===== config.mk =====
export PLATFORM = sky130hd
export DESIGN_NAME = alu_cmd_sequencer
export DESIGN_NICKNAME = d
export VERILOG_FILES = /design/src/rtl/alu_pkg.sv /design/src/rtl/alu_cmd_fifo.sv /design/src/rtl/alu_cmd_sequencer.sv
export SDC_FILE = /design/constraint.sdc
export NUM_CORES = 1
export LEC_CHECK = 0
export BUFFER_PORTS_ARGS = -buffer_cell sky130_fd_sc_hd__buf_2
export CAP_MARGIN = 20
export CORE_UTILIZATION = 58
export DETAILED_ROUTE_END_ITERATION = 6
export PLACE_DENSITY = 0.8
export SLEW_MARGIN = 20
export SYNTH_ARGS = -nofsm -noshare
export SYNTH_HDL_FRONTEND = slang
export SYNTH_SLANG_ARGS = --single-unit

===== constraint.sdc =====
create_clock -name clk -period 2.4 [get_ports clk]
set_input_delay 0.24 -clock clk [delete_from_list [all_inputs] [get_ports clk]]
set_output_delay 0.24 -clock clk [all_outputs]
set_load 0.1 [all_outputs]

===== src/rtl/alu_pkg.sv =====
// Shared opcode, FSM state and error-result definitions for the ALU command
// sequencer and its FIFO.
package alu_pkg;

  localparam logic [1:0] OP_ADD = 2'b00;
  localparam logic [1:0] OP_SUB = 2'b01;
  localparam logic [1:0] OP_MUL = 2'b10;
  localparam logic [1:0] OP_DIV = 2'b11;

  typedef enum logic [1:0] {
    ST_IDLE = 2'd0,
    ST_EXEC = 2'd1,
    ST_RESP = 2'd2
  } state_t;

  localparam logic [7:0] DIV0_RESULT = 8'hFF;

  function automatic logic is_div_by_zero(input logic [1:0] op, input logic b_is_zero);
    return (op == OP_DIV) && b_is_zero;
  endfunction

endpackage


===== src/rtl/alu_cmd_fifo.sv =====
// Command FIFO with a registered RAM read; an entry written into an otherwise
// empty FIFO becomes poppable one cycle later, once the read register holds it.
module alu_cmd_fifo #(
  parameter int WIDTH = 10,
  parameter int DEPTH = 4
) (
  input  logic                     clk,
  input  logic                     rst_n,
  input  logic                     i_push,
  input  logic [WIDTH-1:0]         i_push_data,
  input  logic                     i_pop,
  output logic [WIDTH-1:0]         o_pop_data,
  output logic                     o_full,
  output logic                     o_empty,
  output logic [$clog2(DEPTH):0]   o_count
);

  localparam int AW = $clog2(DEPTH);

  logic [WIDTH-1:0] r_mem [DEPTH];
  logic [WIDTH-1:0] r_rd_data;
  logic [AW-1:0]    r_wr_ptr;
  logic [AW-1:0]    r_rd_ptr;
  logic [AW:0]      r_count;
  logic             r_fresh;

  logic             w_do_push;
  logic             w_do_pop;
  logic [AW-1:0]    w_rd_addr;
  logic             w_empty_after_pop;

  assign o_full  = (r_count == (AW+1)'(DEPTH));
  // A head entry written at the last edge is not yet in the read register.
  assign o_empty = (r_count == '0) || r_fresh;
  assign o_count = r_count;
  assign o_pop_data = r_rd_data;

  assign w_do_pop  = i_pop && !o_empty;
  assign w_do_push = i_push && (!o_full || w_do_pop);
  assign w_rd_addr = w_do_pop ? (r_rd_ptr + AW'(1)) : r_rd_ptr;
  assign w_empty_after_pop = (r_count == '0) ||
                             ((r_count == (AW+1)'(1)) && w_do_pop);

  always_ff @(posedge clk) begin
    if (w_do_push) begin
      r_mem[r_wr_ptr] <= i_push_data;
    end
    r_rd_data <= r_mem[w_rd_addr];
  end

  always_ff @(posedge clk or negedge rst_n) begin
    if (!rst_n) begin
      r_wr_ptr <= '0;
      r_rd_ptr <= '0;
      r_count  <= '0;
      r_fresh  <= 1'b0;
    end else begin
      if (w_do_push) begin
        r_wr_ptr <= r_wr_ptr + AW'(1);
      end
      if (w_do_pop) begin
        r_rd_ptr <= r_rd_ptr + AW'(1);
      end
      case ({w_do_push, w_do_pop})
        2'b10:   r_count <= r_count + (AW+1)'(1);
        2'b01:   r_count <= r_count - (AW+1)'(1);
        default: r_count <= r_count;
      endcase
      r_fresh <= w_do_push && w_empty_after_pop;
    end
  end

endmodule


===== src/rtl/alu_cmd_sequencer.sv =====
// Buffers ALU commands, drives registered operands into the external ALU,
// captures its result one cycle later and returns it over valid/ready.
module alu_cmd_sequencer
  import alu_pkg::*;
#(
  parameter int DATA_W = 4,
  parameter int RES_W  = 8,
  parameter int DEPTH  = 4
) (
  input  logic              clk,
  input  logic              rst_n,
  input  logic              cmd_valid,
  output logic              cmd_ready,
  input  logic [DATA_W-1:0] cmd_a,
  input  logic [DATA_W-1:0] cmd_b,
  input  logic [1:0]        cmd_op,
  output logic [DATA_W-1:0] alu_a,
  output logic [DATA_W-1:0] alu_b,
  output logic [1:0]        alu_s,
  input  logic [RES_W-1:0]  alu_c,
  output logic              res_valid,
  input  logic              res_ready,
  output logic [RES_W-1:0]  res_data,
  output logic [1:0]        res_op,
  output logic              res_err,
  output logic              busy
);

  localparam int CMD_W = 2*DATA_W + 2;

  state_t              r_state;
  logic [DATA_W-1:0]   r_alu_a;
  logic [DATA_W-1:0]   r_alu_b;
  logic [1:0]          r_alu_s;
  logic                r_res_valid;
  logic [RES_W-1:0]    r_res_data;
  logic [1:0]          r_res_op;
  logic                r_res_err;

  logic                w_push;
  logic                w_pop;
  logic                w_full;
  logic                w_empty;
  logic [$clog2(DEPTH):0] w_count;
  logic [CMD_W-1:0]    w_head;
  logic [DATA_W-1:0]   w_head_a;
  logic [DATA_W-1:0]   w_head_b;
  logic [1:0]          w_head_op;

  assign cmd_ready = !w_full;
  assign w_push    = cmd_valid && cmd_ready;
  assign w_pop     = !w_empty &&
                     ((r_state == ST_IDLE) || ((r_state == ST_RESP) && res_ready));

  assign w_head_op = w_head[CMD_W-1 -: 2];
  assign w_head_a  = w_head[2*DATA_W-1 -: DATA_W];
  assign w_head_b  = w_head[DATA_W-1:0];

  alu_cmd_fifo #(
    .WIDTH (CMD_W),
    .DEPTH (DEPTH)
  ) u_fifo (
    .clk         (clk),
    .rst_n       (rst_n),
    .i_push      (w_push),
    .i_push_data ({cmd_op, cmd_a, cmd_b}),
    .i_pop       (w_pop),
    .o_pop_data  (w_head),
    .o_full      (w_full),
    .o_empty     (w_empty),
    .o_count     (w_count)
  );

  always_ff @(posedge clk or negedge rst_n) begin
    if (!rst_n) begin
      r_state     <= ST_IDLE;
      r_alu_a     <= '0;
      r_alu_b     <= '0;
      r_alu_s     <= '0;
      r_res_valid <= 1'b0;
      r_res_data  <= '0;
      r_res_op    <= '0;
      r_res_err   <= 1'b0;
    end else begin
      case (r_state)
        ST_IDLE: begin
          if (w_pop) begin
            r_alu_a <= w_head_a;
            r_alu_b <= w_head_b;
            r_alu_s <= w_head_op;
            r_state <= ST_EXEC;
          end
        end
        ST_EXEC: begin
          r_res_op    <= r_alu_s;
          r_res_valid <= 1'b1;
          r_state     <= ST_RESP;
          // The ALU has no divide-by-zero detection, so its output is ignored here.
          if (is_div_by_zero(r_alu_s, r_alu_b == '0)) begin
            r_res_data <= RES_W'(DIV0_RESULT);
            r_res_err  <= 1'b1;
          end else begin
            r_res_data <= alu_c;
            r_res_err  <= 1'b0;
          end
        end
        ST_RESP: begin
          if (res_ready) begin
            r_res_valid <= 1'b0;
            if (w_pop) begin
              r_alu_a <= w_head_a;
              r_alu_b <= w_head_b;
              r_alu_s <= w_head_op;
              r_state <= ST_EXEC;
            end else begin
              r_state <= ST_IDLE;
            end
          end
        end
        default: r_state <= ST_IDLE;
      endcase
    end
  end

  assign alu_a     = r_alu_a;
  assign alu_b     = r_alu_b;
  assign alu_s     = r_alu_s;
  assign res_valid = r_res_valid;
  assign res_data  = r_res_data;
  assign res_op    = r_res_op;
  assign res_err   = r_res_err;
  assign busy      = (w_count != '0) || (r_state != ST_IDLE);

endmodule

======== After elaboration in Yosys (flattened, before gate mapping) ========
Memories as Yosys holds them, arrays and structs flattened. A register that Yosys moved wholly into a read port is not among the register bits.
Index checks and enable logic that the tools add are counted.
W data, S select, Z words.
storage, ports and cells
  register bits after elaboration ......... 32
  latch bits .............................. 0
  bits in writable memories ............... 40
  bits in read-only memories .............. 0
  input port bits ......................... 22
  output and inout bits ................... 24
  word-level logic and storage cells ...... 73
  memories kept ........................... 1
memory list
  memory        depth  bits a word  read ports  clocked after memory_dff  write ports  line                RTL
  u_fifo.r_mem  4      10           1           1                         1            alu_cmd_fifo.sv:20  logic [WIDTH-1:0] r_mem [DEPTH];
operators by class
  add/sub/neg operators ................... 4
  multipliers ............................. 0
  divide/modulo/power cells ............... 0
  $lt $le $gt $ge ......................... 0
  equality and inequality tests ........... 9
  shift operators ......................... 0
  mux-type cells .......................... 21
  bitwise operators ....................... 0
  reductions and logical operators ........ 26
operators by type and width
  cell                   number
  $mux W4                4
  $pmux W4 S2            2
  $mux W2                5
  $logic_and A1 B1 Y1    8
  $mux W8                1
  $reduce_bool A2 Y1     4
  $eq A2 B2 Y1 const B   3
  $pmux W2 S3            1
  $pmux W3 S2            1
  $reduce_and A2 Y1      3
  $logic_or A1 B1 Y1     5
  $mux W1                5
  $add A2 B1 Y2 const B  2
  $eq A2 B1 Y1 const B   2
  $logic_not A4 Y1       1
  $pmux W2 S2            1
  $add A3 B1 Y3 const B  1
  $eq A3 B1 Y1 const B   1
  $eq A3 B3 Y1 const B   1
  $logic_not A3 Y1       1
  $reduce_bool A3 Y1     1
  $sub A3 B1 Y3 const B  1
  $logic_not A1 Y1       2
  $logic_not A2 Y1       1
  other kinds (3)        3

======== Longest topological paths before layout ========
Gate-level depths: netlist of run 1.
  word-level depth ........................ 9
  gate-level depth with buffers ........... 10
  depth with buffers taken out ............ 9

======== By module ========
From an unflattened synthesis of run 1, not the netlist that was laid out.
second synthesis, totals
  cell total of the unflattened synthesis .. 264
  area total of the unflattened synthesis .. 3,732.3 µm²
by module, submodules not included
  module             instances  cells each  area an instance (µm²)  seq. area each (µm²)
  alu_cmd_fifo       1          178         2,717.6                 1,601.5
  alu_cmd_sequencer  1          86          1,014.7                 600.6

======== Least setup slack after synthesis of run 1 ========
OpenSTA, ideal clock, no wires.
  path kind ............................... reg2reg
  start point ............................. reg u_fifo.r_count[0], in the netlist u_fifo.o_count[0]
  end point ............................... reg u_fifo.r_count[2], in the netlist u_fifo.o_count[2]
  library setup time ...................... 0.125 ns
  arrival ................................. 2.310 ns
  data required time ...................... 2.275 ns
  path slack .............................. -0.035 ns
  cell stages (with the launch flop) ...... 10
  path buffers ............................ 0
  clock period less this slack ............ 2.435 ns
  cell sequence ........................... dfrtp_1 > inv_1 > ha_1 > nand2_1 > and2_1 > inv_1 > ha_1 > mux2i_1 > nor2_1 > xor2_1
between the ends
  elaborated cells between the ends (all ways) .. 16
  those cells by class .................... add/sub (2); eq/ne (3); mux (1); reduce/logical (10)
RTL lines
  item                                                              line                                         RTL
  start: declaration                                                alu_cmd_fifo.sv:24                           logic [AW:0] r_count;
  start signal: assignment                                          alu_cmd_fifo.sv:65                           2'b10: r_count <= r_count + (AW+1)'(1);
  start signal: assignment                                          alu_cmd_fifo.sv:66                           2'b01: r_count <= r_count - (AW+1)'(1);
  start signal: assignment                                          alu_cmd_fifo.sv:67                           default: r_count <= r_count;
  $eq A3 B3 Y1 (*)                                                  alu_cmd_fifo.sv:32                           assign o_full = (r_count == (AW+1)'(DEPTH));
  $logic_not A1 Y1 (*)                                              alu_cmd_sequencer.sv:50                      assign cmd_ready = !w_full;
  net cmd_ready                                                     alu_cmd_sequencer.sv:13                      output logic cmd_ready,
  $logic_and A1 B1 Y1 / $logic_or A1 B1 Y1 (equally long branches)  alu_cmd_sequencer.sv:51, alu_cmd_fifo.sv:39
  $logic_and A1 B1 Y1 (*)                                           alu_cmd_fifo.sv:39                           assign w_do_push = i_push && (!o_full || w_do_pop);
  $eq A2 B1 Y1 / $eq A2 B2 Y1 (equally long branches)               alu_cmd_fifo.sv:64                           case ({w_do_push, w_do_pop})
  $pmux W3 S2 / $reduce_bool A2 Y1 (equally long branches)          n/a
The timed path passes the listed nets; every way through them passes the cells marked *.
A chain may end at the register's enable or synchronous reset.

======== Worst setup path in the final report of run 1 ========
  start point ............................. reg u_fifo.r_count[1], in the netlist u_fifo.o_count[1]
  end point ............................... out busy
between the ends
  word-level cells in the longest chain between the ends .. 2
RTL lines
  item                line                      RTL
  $reduce_bool A3 Y1  alu_cmd_sequencer.sv:132  assign busy = (w_count != '0) || (r_state != ST_IDLE);
  $logic_or A1 B1 Y1  alu_cmd_sequencer.sv:132
  end: declaration    alu_cmd_sequencer.sv:26   output logic busy
No other way between the ends.

==> results of run 1 <==
## layout make-up
class                   count  area [sq um]
flip-flops and latches     82          2200
fillers                   476          2100
multi-input cells         182          1440
repair buffers             49           283
clock buffers              10           149
well taps                  77          96.3
clock inverters             6          43.8
inverters                   9          33.8
## kinds of logic (layout without fill, tap and decap cells)
| group | count (synthesis) | in the layout | synth area share [%] |
|---|---|---|---|
| flops | 82 | 82 | 57.6 |
| xor+xnor | 5 | 5 | 1.15 |
| mux | 41 | 41 | 15.1 |
| buf+inv | 26 | 74 | 4.84 |
| compound gates | 66 | 66 | 10.9 |
| fa+ha+maj | 9 | 9 | 2.95 |
| simple gates | 61 | 61 | 7.50 |
## worst max-delay path, stage by stage (launching register included)
cell      delay (ps)
dfrtp_1          420
inv_1            110
ha_1             210
nand2b_1         120
or3_1            330
buf_2            300
## how the worst min path moves through the flow
stage	start	endpoint	slack [ps]	cells past startpoint
2_1_floorplan	rst_n	alu_a[0]	-60	0
3_3_place_gp	rst_n	alu_a[2]	330	1
3_5_place_dp	rst_n	res_op[1]	330	1
4_1_cts	cmd_a[3]	u_fifo.r_mem[0][7]	90	1
5_1_grt	cmd_a[3]	u_fifo.r_mem[0][7]	90	1
6_report	cmd_b[0]	u_fifo.r_mem[1][0]	110	1
## sequential cells by signal, summed over array words and instances (netlist names)
name               count
u_fifo.r_mem          40
u_fifo.o_pop_data     10
res_data               8
alu_a                  4
alu_b                  4
u_fifo.o_count         3
alu_s                  2
r_state                2
res_op                 2
u_fifo.r_rd_ptr        2
u_fifo.r_wr_ptr        2
res_err                1
res_valid              1
u_fifo.r_fresh         1
## cells in the final DEF (no fill, tap or decap), types with 2 or more instances in the layout
| master | instances |
|---|---|
| buf_2 | 45 |
| edfxtp_1 | 40 |
| dfrtp_1 | 32 |
| nor2_1 | 21 |
| nand2_1 | 20 |
| a21oi_1 | 20 |
| mux2_2 | 16 |
| o21ai_0 | 12 |
| mux2i_1 | 11 |
| o22a_1 | 10 |
| mux4_2 | 10 |
| dfxtp_1 | 10 |
| o22ai_1 | 9 |
| a211oi_1 | 9 |
| ha_1 | 9 |
| clkbuf_8 | 9 |
| inv_1 | 8 |
| o21ai_1 | 4 |
| mux2_4 | 4 |
| xnor2_1 | 4 |
| and3_1 | 4 |
| nand2_2 | 2 |
| and2_1 | 2 |
| nand2b_1 | 2 |
| nor2b_1 | 2 |
| nand4_1 | 2 |
| inv_4 | 2 |
| inv_6 | 2 |
| buf_12 | 2 |
## routing by layer
| metal | wire [um] | share of wire (%) |
|---|---|---|
| met1 | 3040 | 43 |
| met2 | 3550 | 50 |
| met3 | 316 | 4.5 |
| met4 | 160 | 2.3 |
| met5 | 0 | 0 |
## metrics by stage
| stage | std cells | area [sq um] |
|---|---|---|
| after floorplan | 290 | 3820 |
| after global placement | 398 | 4040 |
| after detailed placement | 398 | 4040 |
| after CTS | 415 | 4250 |
| after global routing | 415 | 4250 |
| final | 415 | 4250 |
## timing repair
item / in CTS / in global routing
setup endpoints to repair: 0 / 0
hold buffers: 1 / 0
setup buffers: 0 / 0
hold endpoints to repair: 32 / 0
==> summary.md, run 1 <==
| Metric | Value |
|---|---|
| Synth Net Count | between 300 and 400 |
| Nets | 364 |
| Crit path launch | u_fifo.o_count[1] |
| Total CTS buffers | 9 |
| PortBufs | between 40 and 50 |
| Proportion of layout cells with a drive suffix above 1 | 29.9% |
| Final Hold Fails | 0 |
| Yosys warns | 0 |
| Initial Util | 60.2% |
| Post_cts resized | 0 |
| Critical path class | flop to primary output |
| Worst reg2reg path depth | 9 |
| Mean Syn Cell Area | 13.2 sq um |
| Core ar. | 6350 sq um |
| M1 GR Usage | 27.5% |
| Seq cells post-synth | 82 |
| Initial antenna violation count | 0 |
| Unrepaired setup endpoints after global routing | false |
| Clock Skews | ~14 ps |
| Reg-to-reg startpoint | u_fifo.o_count[0] |
| Die Span Y | 83.2 um |
| Clock sinks | 82 |
| Via/cell ratio | 5.81 |
| First-pass GRT wire length | around 12000 um |
| Placer congestion estimate | 0.793 |
| Largest net degree at the start of global routing | 37 |
| Routed wire per std cell | 17.0 um |
| Clock Latency Late Sink | 350 ps |
| Drt drc | 0 |
| DRT iter0 DRCs | 137 |
| Die W | between 80 and 90 um |
| MaxCap Viol Count | 0 |
| Worst Setup EP | busy |
| WHS | 105 ps |
| Bufs on Longest Clock Path | 2 |
| Type of origin of the critical path | flop |
| Worst Setup Slack, final | 317 ps |
| Synth cell types | 40 |
| Sequential area share after synthesis | 57.6% |
| GR Overflow Total | 0 |
| # IOs | 46 |
| Gr usage total | a little over a fifth |
| Fin crit share | 86.8% |
| Count leader, synth | edfxtp_1 |
| WP data arrival | 1840 ps |
| Clock Pin Slew Worst Setup and Hold Paths | approximately 90 ps |
| Site Rows | 29 |
| CTS tree | built |
| Ant. Diodes | 0 |
| Outcome | completed |
| Main synth FF type | edfxtp_1 |
| Number of global-route vias before repair | 2493 |
| Htree depth | 3 |
| TNS Setup | 0 ps |
| Syn Std Cell Area | roughly 3800 sq um |
| Root buffer cell | clkbuf_8 |
| Slew of the pin with the lowest slew margin | a little over 700 ps |
| Cell taking the most area after synthesis | edfxtp_1 |
| R2R setup slack | approximately 400 ps |
| Setup violations, final | 0 |
| FMAX | 480 MHz |
| Drt pass-1 iters | 4 |
| HPWL after DPL | 4640 um |
| Post-Place Worst Slack | 389 ps |
| Crit Reg-Reg Endpoint | u_fifo.o_count[2] |
| Synth-to-Final Area Change | 11.1% |
| WL final | 7070 um |
| Ys async rst share | 39.0% |
| Die area | 6920 sq um |
| Yosys top cell area share | 31.4% |
| Time the worst path needs with I/O delays and setup | 2080 ps |
| Top cells by area, synth | edfxtp_1, dfrtp_1, mux4_2, dfxtp_1, mux2_2 |
| Worst hold path class | input pin to flop |
| Via Count | 2412 |
| EDFF count, synth | 40 |
| Post-route ant nets | 0 |
| Met2 Usage GRT | between 30% and 40% |
| WP data required | about 2200 ps |
| Synth cell count leaders | edfxtp_1, dfrtp_1, nand2_1, nor2_1, a21oi_1 |
| Worst-path maximum fanout | 4 |
| Grt met3 use | 4.08% |
| Max Slew Vio Count | 0 |
| CP endpoint kind | primary output |
| Final Util | 66.9% |
| Slew headroom | 52.5% |
| GR peak layer | met2 |
| Cells after Synth | 290 |
Power of run 1 is left out: the tool's default activity adds up to more than one toggle a clock period on the data nets, which glitch-free logic cannot reach.
==> run 2, diff against run 1 <==
--- a/config.mk
+++ b/config.mk
@@ -5,7 +5,7 @@
 export SDC_FILE = /design/constraint.sdc
 export NUM_CORES = 1
 export LEC_CHECK = 0
-export BUFFER_PORTS_ARGS = -buffer_cell sky130_fd_sc_hd__buf_2
+export BUFFER_PORTS_ARGS = -buffer_cell sky130_fd_sc_hd__buf_4
 export CAP_MARGIN = 20
 export CORE_UTILIZATION = 58
 export DETAILED_ROUTE_END_ITERATION = 6
==> summary.md, run 2 (synthesis gave the netlist of run 1 again) <==
| Metric | Value |
|---|---|
| Post-route ant nets | 0 |
| Commonest non-fill, non-tap cell in the layout | buf_4 |
| Max FFs per register | 40 |
| Post-Layout Cell Count | 418 |
| Type of origin of the critical path | flop |
| Grt met3 use | ~5.9% |
| Initial Util | 60.2% |
| Placer congestion estimate | 0.771 |
| HPWL after DPL | 4810 um |
| Core ar. | 6350 sq um |
| # IOs | 46 |
| Slew headroom | 56.5% |
| Crit Reg-Reg Endpoint | u_fifo.o_count[2] |
| Initial antenna violation count | 0 |
| PortBufs | 45 |
| Total CTS buffers | 9 |
| Ant. Diodes | 0 |
| Drt drc | 0 |
| Max Slew Vio Count | 0 |
| First-pass GRT wire length | roughly 12000 um |
| Die W | between 80 and 90 um |
| Bufs on Longest Clock Path | 2 |
| Critical path class | flop to flop |
| Nets | approximately 370 |
| FMAX | 493 MHz |
| WHS Endpoint | u_fifo.r_mem[1][6] |
| Top cell by count, worst path | ha_1 |
| Gr usage total | 22.4% |
| Largest net degree at the start of global routing | 33 |
| Clock Skews | 9.45 ps |
| Register with the most flip-flops | u_fifo.r_mem |
| Routed wire per std cell | 16.9 um |
| Outcome | completed |
| Setup violations, final | 0 |
| GR Overflow Total | 0 |
| WP data required | 2620 ps |
| Via Count | 2435 |
| Most frequent cells in the layout | buf_4, edfxtp_1, dfrtp_1 |
| Htree depth | 3 |
| Worst reg2reg path depth | 9 |
| Die area | 6920 sq um |
| TNS Setup | 0 ps |
| Reg-to-reg startpoint | u_fifo.o_count[0] |
| Worst hold path class | input pin to flop |
| Unrepaired setup endpoints after global routing | false |
| Root buffer cell | clkbuf_8 |
| Fin crit share | 84.6% |
| R2R setup slack | between 300 and 400 ps |
| Via/cell ratio | 5.83 |
| Slew of the pin with the lowest slew margin | 652 ps |
| Cells along the critical path | inv_1 > ha_1 > nand2b_1 > nand3_2 > inv_2 > ha_1 > mux2i_1 > nor2_1 > xor2_1 |
| Proportion of layout cells with a drive suffix above 1 | roughly 30% |
| M1 GR Usage | 27.8% |
| Final Hold Fails | 0 |
| CTS tree | built |
| Hold Startpoint | cmd_a[2] |
| CP endpoint kind | flop |
| MaxCap Viol Count | 0 |
| Met2 Usage GRT | 37.0% |
| Worst-path maximum fanout | 13 |
| Fill cells | 466 |
| Drt pass-1 iters | 4 |
| Hold Path Stages | 1 |
| WL final | 7060 um |
| DRT iter0 DRCs | 140 |
| Site Rows | 29 |
| Clock Pin Slew Worst Setup and Hold Paths | approximately 80 ps |
| WP data arrival | 2250 ps |
| CP max-delay cell | dfrtp_1 |
| Synth-to-Final Area Change | 13.4% |
| Number of global-route vias before repair | 2423 |
| Die Span Y | ~83 um |
| GR peak layer | met2 |
| Time the worst path needs with I/O delays and setup | between 2000 and 2500 ps |
| Clock Latency Late Sink | 350 ps |
| Cells after DPL | 401 |
| CP peak stage delay | 430 ps |
| Clock sinks | 82 |
run 2: what timing repair did:
item,in CTS,in global routing
hold buffers,1,0
endpoints found under the hold margin,32,0
gates resized for setup,0,0
buffers inserted,0,0
run 2: worst max-delay path by stage:
| stage | from | end | slack [ps] | cells past startpoint |
|---|---|---|---|---|
| finish | u_fifo.o_count[0] | u_fifo.o_count[2] | 370 | 9 |
| global route | u_fifo.o_count[0] | u_fifo.o_count[2] | 230 | 9 |
| detailed placement | u_fifo.o_count[0] | u_fifo.o_count[2] | 380 | 9 |
| floorplan | u_fifo.o_count[0] | u_fifo.o_count[2] | 310 | 9 |
| CTS | u_fifo.o_count[0] | busy | 360 | 5 |
| global placement | u_fifo.o_count[0] | u_fifo.o_count[2] | 450 | 9 |
run 2: area by class of cell:
cell class	instances	area, sq um	share of cell area [%]
Clock buffer	12	145	3.35
Clock inverter	4	27.5	0.635
Inverter	9	33.8	0.779
Multi-Input combinational cell	182	1440	33.2
Sequential cell	82	2200	50.8
Tap cell	77	96.3	2.22
Timing Repair Buffer	52	393	9.06
run 2: metrics by stage:
step | hold slack (ps) | setup WS, ps | utilization [%] | cell area [sq um]
global route | 69.9 | 228 | 68.3 | 4340
floorplan | -55.6 | 308 | - | 3820
CTS | 71.0 | 362 | 68.3 | 4340
global placement | 204 | 451 | 65.4 | 4150
detailed placement | 208 | 380 | 65.4 | 4150
finish | 86.9 | 370 | 68.3 | 4340
run 2: routing by layer:
| layer | vias to the layer above | share of wire (%) |
|---|---|---|
| met2 | 77 | 51 |
| met3 | 8 | 6.3 |
| met5 | - | 0 |
| li1 | 1156 | - |
| met4 | 0 | 1.1 |
| met1 | 1194 | 42 |
run 2: critical path, delay by kind of cell (launching register included):
| kind | cells | cell delay (ps) |
|---|---|---|
| fa+ha+maj | 2 | 500 |
| flops | 1 | 430 |
| buf+inv | 2 | 330 |
| simple gates | 3 | 320 |
| mux | 1 | 190 |
| xor+xnor | 1 | 140 |
Power of run 2 is left out for the same reason.
==> run 3, diff against run 2 <==
--- a/config.mk
+++ b/config.mk
@@ -5,11 +5,12 @@
 export SDC_FILE = /design/constraint.sdc
 export NUM_CORES = 1
 export LEC_CHECK = 0
+export ABC_AREA = 1
 export BUFFER_PORTS_ARGS = -buffer_cell sky130_fd_sc_hd__buf_4
 export CAP_MARGIN = 20
-export CORE_UTILIZATION = 58
+export CORE_UTILIZATION = 51
 export DETAILED_ROUTE_END_ITERATION = 6
-export PLACE_DENSITY = 0.8
+export PLACE_DENSITY = 0.75
 export SLEW_MARGIN = 20
 export SYNTH_ARGS = -nofsm -noshare
 export SYNTH_HDL_FRONTEND = slang
==> constraint.sdc (replaced) <==
create_clock -name clk -period 1.7 [get_ports clk]
set_input_delay 0.17 -clock clk [delete_from_list [all_inputs] [get_ports clk]]
set_output_delay 0.17 -clock clk [all_outputs]
set_load 0.1 [all_outputs]
==> summary.md, run 3 <==
| Metric | Value |
|---|---|
| Initial antenna violation count | 0 |
| Synth cell count leaders | nand2_1, inv_1, nand3_1 |
| Number of global-route vias before repair | 2233 |
| MaxCap Viol Count | 0 |
| Setup violations, final | 0 |
| Bufs on Longest Clock Path | 2 |
| FMAX | 610 MHz |
| Cell taking the most area after synthesis | edfxtp_1 |
| Max Slew Vio Count | 0 |
| Clock Skews | 11.2 ps |
| Outcome | completed |
| Time the worst path needs with I/O delays and setup | ~1600 ps |
| Hold Startpoint | cmd_op[0] |
| Clock sinks | a little over 80 |
| Most frequent cells in the layout | nand2_1, buf_4, inv_1 |
| Placer congestion estimate | 0.837 |
| Final Hold Fails | 0 |
| Htree depth | 3 |
| Top cells by area, synth | edfxtp_1, dfrtp_1, nand2_1, inv_1, nand3_1 |
| Slew of the pin with the lowest slew margin | about 400 ps |
| Proportion of layout cells with a drive suffix above 1 | 25.1% |
| Reg area | 2200 sq um |
| PortBufs | 45 |
| Ys async rst share | approximately two fifths |
| Nets | 425 |
| Via Count | 2334 |
| Core ar. | 6350 sq um |
| Drt drc | 0 |
| CP peak stage delay | between 300 and 400 ps |
| Largest net degree at the start of global routing | 33 |
| Clock Latency Late Sink | 350 ps |
| First-pass GRT wire length | 10200 um |
| Cells along the critical path | inv_2 > ha_4 > a21oi_4 > nand2_4 > inv_4 > ha_4 > nor2_4 > o21ai_2 > xor2_1 > inv_1 |
| Fill cells | 468 |
| DRT iter0 DRCs | 101 |
| HPWL after DPL | slightly above 4000 um |
| CP max-delay cell | dfrtp_1 |
| GR Overflow Total | 0 |
| Commonest non-fill, non-tap cell in the layout | nand2_1 |
| Total CTS buffers | 9 |
| Worst-path maximum fanout | 5 |
| Count leader, synth | nand2_1 |
| Crit path launch | u_fifo.o_count[1] |
| Seq cells post-synth | between 80 and 90 |
| Type of origin of the critical path | flop |
| Mean Syn Cell Area | between 10 and 15 sq um |
| EDFF count, synth | 40 |
| Reg-to-reg startpoint | u_fifo.o_count[1] |
| Die area | 6890 sq um |
| Main synth FF type | edfxtp_1 |
| Site Rows | 29 |
| Gr usage total | 19.2% |
| WP data required | 1950 ps |
| Root buffer cell | clkbuf_8 |
| Syn Std Cell Area | 3350 sq um |
| Ant. Diodes | 0 |
| Max FFs per register | 40 |
| Drt pass-1 iters | 4 |
| Synth-to-Final Area Change | 29.9% |
| Post-route ant nets | 0 |
| Sequential area share after synthesis | 65.8% |
| Worst hold path class | input pin to flop |
| Yosys top cell area share | a little over a third |
| Register with the most flip-flops | u_fifo.r_mem |
| Top cell by count, worst path | ha_4 |
| Synth cell types | 22 |
| Slew headroom | approximately three quarters |
| Initial Util | 52.7% |
| Die Span Y | 83.0 um |
| WL final | between 6000 and 7000 um |
| Cells after Synth | between 300 and 400 |
| Synth Net Count | between 300 and 400 |
| WP data arrival | roughly 1900 ps |
| CP endpoint kind | flop |
| Fin crit share | 96.5% |
| WHS | 23.8 ps |
| Critical path class | flop to flop |
| # IOs | 46 |
| CTS tree | built |
| Clock Pin Slew Worst Setup and Hold Paths | 90 ps |
| Die W | slightly above 80 um |
| Area of the multi-input gates | roughly 940 sq um |
| Yosys warns | 0 |
| Routed wire per std cell | 13.1 um |
| Via/cell ratio | 4.90 |
[run 3: changes by cell type after synthesis, sizes merged, moves of 5 or more]
cell / previous run / this run
a21oi: 20 / 4
nand3: 1 / 43
mux4: 10 / 0
o21ai: 16 / 5
nand2: 22 / 78
nor2: 21 / 10
o22ai: 10 / 0
inv: 9 / 62
buf: 14 / 9
mux2: 20 / 0
a211oi: 10 / 0
mux2i: 11 / 0
[run 3: per-layer routing]
layer,track usage (%),wire length (um),part of all wire (%),vias to the layer above
met5,0,0,0,-
met4,8.31,99,1.6,0
met3,5.67,319,5.1,9
met2,32.0,3110,50,71
met1,23.1,2690,43,1087
li1,-,-,-,1167
[run 3: critical path, delay by kind of cell, from the launching register on]
family	cells	cell delay, ps
xor gates and xnor gates	1	120
AOI/OAI and AO/OA	2	240
DFF	1	370
adders and majority gates	2	390
buffers and inverters	3	200
and+or+nand+nor	2	190
[run 3: through the flow]
stage               area [sq um]  setup TNS [ps]  setup slack (ps)  utilization (%)  cells
floorplan                   3410           -40.3             -40.3                -    319
global placement            3950               0              50.3             62.2    443
detailed placement          3950            -176             -28.1             62.2    443
CTS                         4240               0              6.40             66.8    468
global route                4350           -38.6             -35.2             68.5    476
finish                      4350               0              60.0             68.5    476
[run 3: worst paths after layout]
check                           slack (ps)                 end  cells after the start
worst max register to register          60   u_fifo.o_count[2]                     10
worst min register to register         420            alu_a[0]                      2
worst max-delay path                    60   u_fifo.o_count[2]                     10
max in group asynchronous             1120           res_valid                      2
min in group asynchronous              290         res_data[2]                      2
worst min-delay path                    20  u_fifo.r_mem[2][8]                      1
[run 3: kinds of logic (layout without fill, tap and decap cells)]
group / Yosys count / after routing / share of synthesized area (%)
xor gates and xnor gates: 4 / 4 / 1.05
buffers and inverters: 73 / 153 / 8.93
DFF: 82 / 82 / 65.8
AOI/OAI and AO/OA: 18 / 18 / 4.00
and+or+nand+nor: 133 / 133 / 16.9
adders and majority gates: 9 / 9 / 3.36
[run 3: cell type report]
cell class	instances	share of cell area, %
sequential	82	50.6
tap	77	2.22
clock inverter	6	1.70
multi-input combinational	164	21.6
timing repair buffer	75	15.5
clock buffer	10	2.93
inverter	62	5.41
[run 3: timing repair]
action | in CTS | in global routing
buffers inserted | 1 | 6
endpoints found under the setup margin | 11 | 5
gates resized for setup | 1 | 7
endpoints found under the hold margin | 53 | 3
hold buffers | 8 | 2
pin swaps | 1 | 3
Power of run 3 is left out for the same reason.
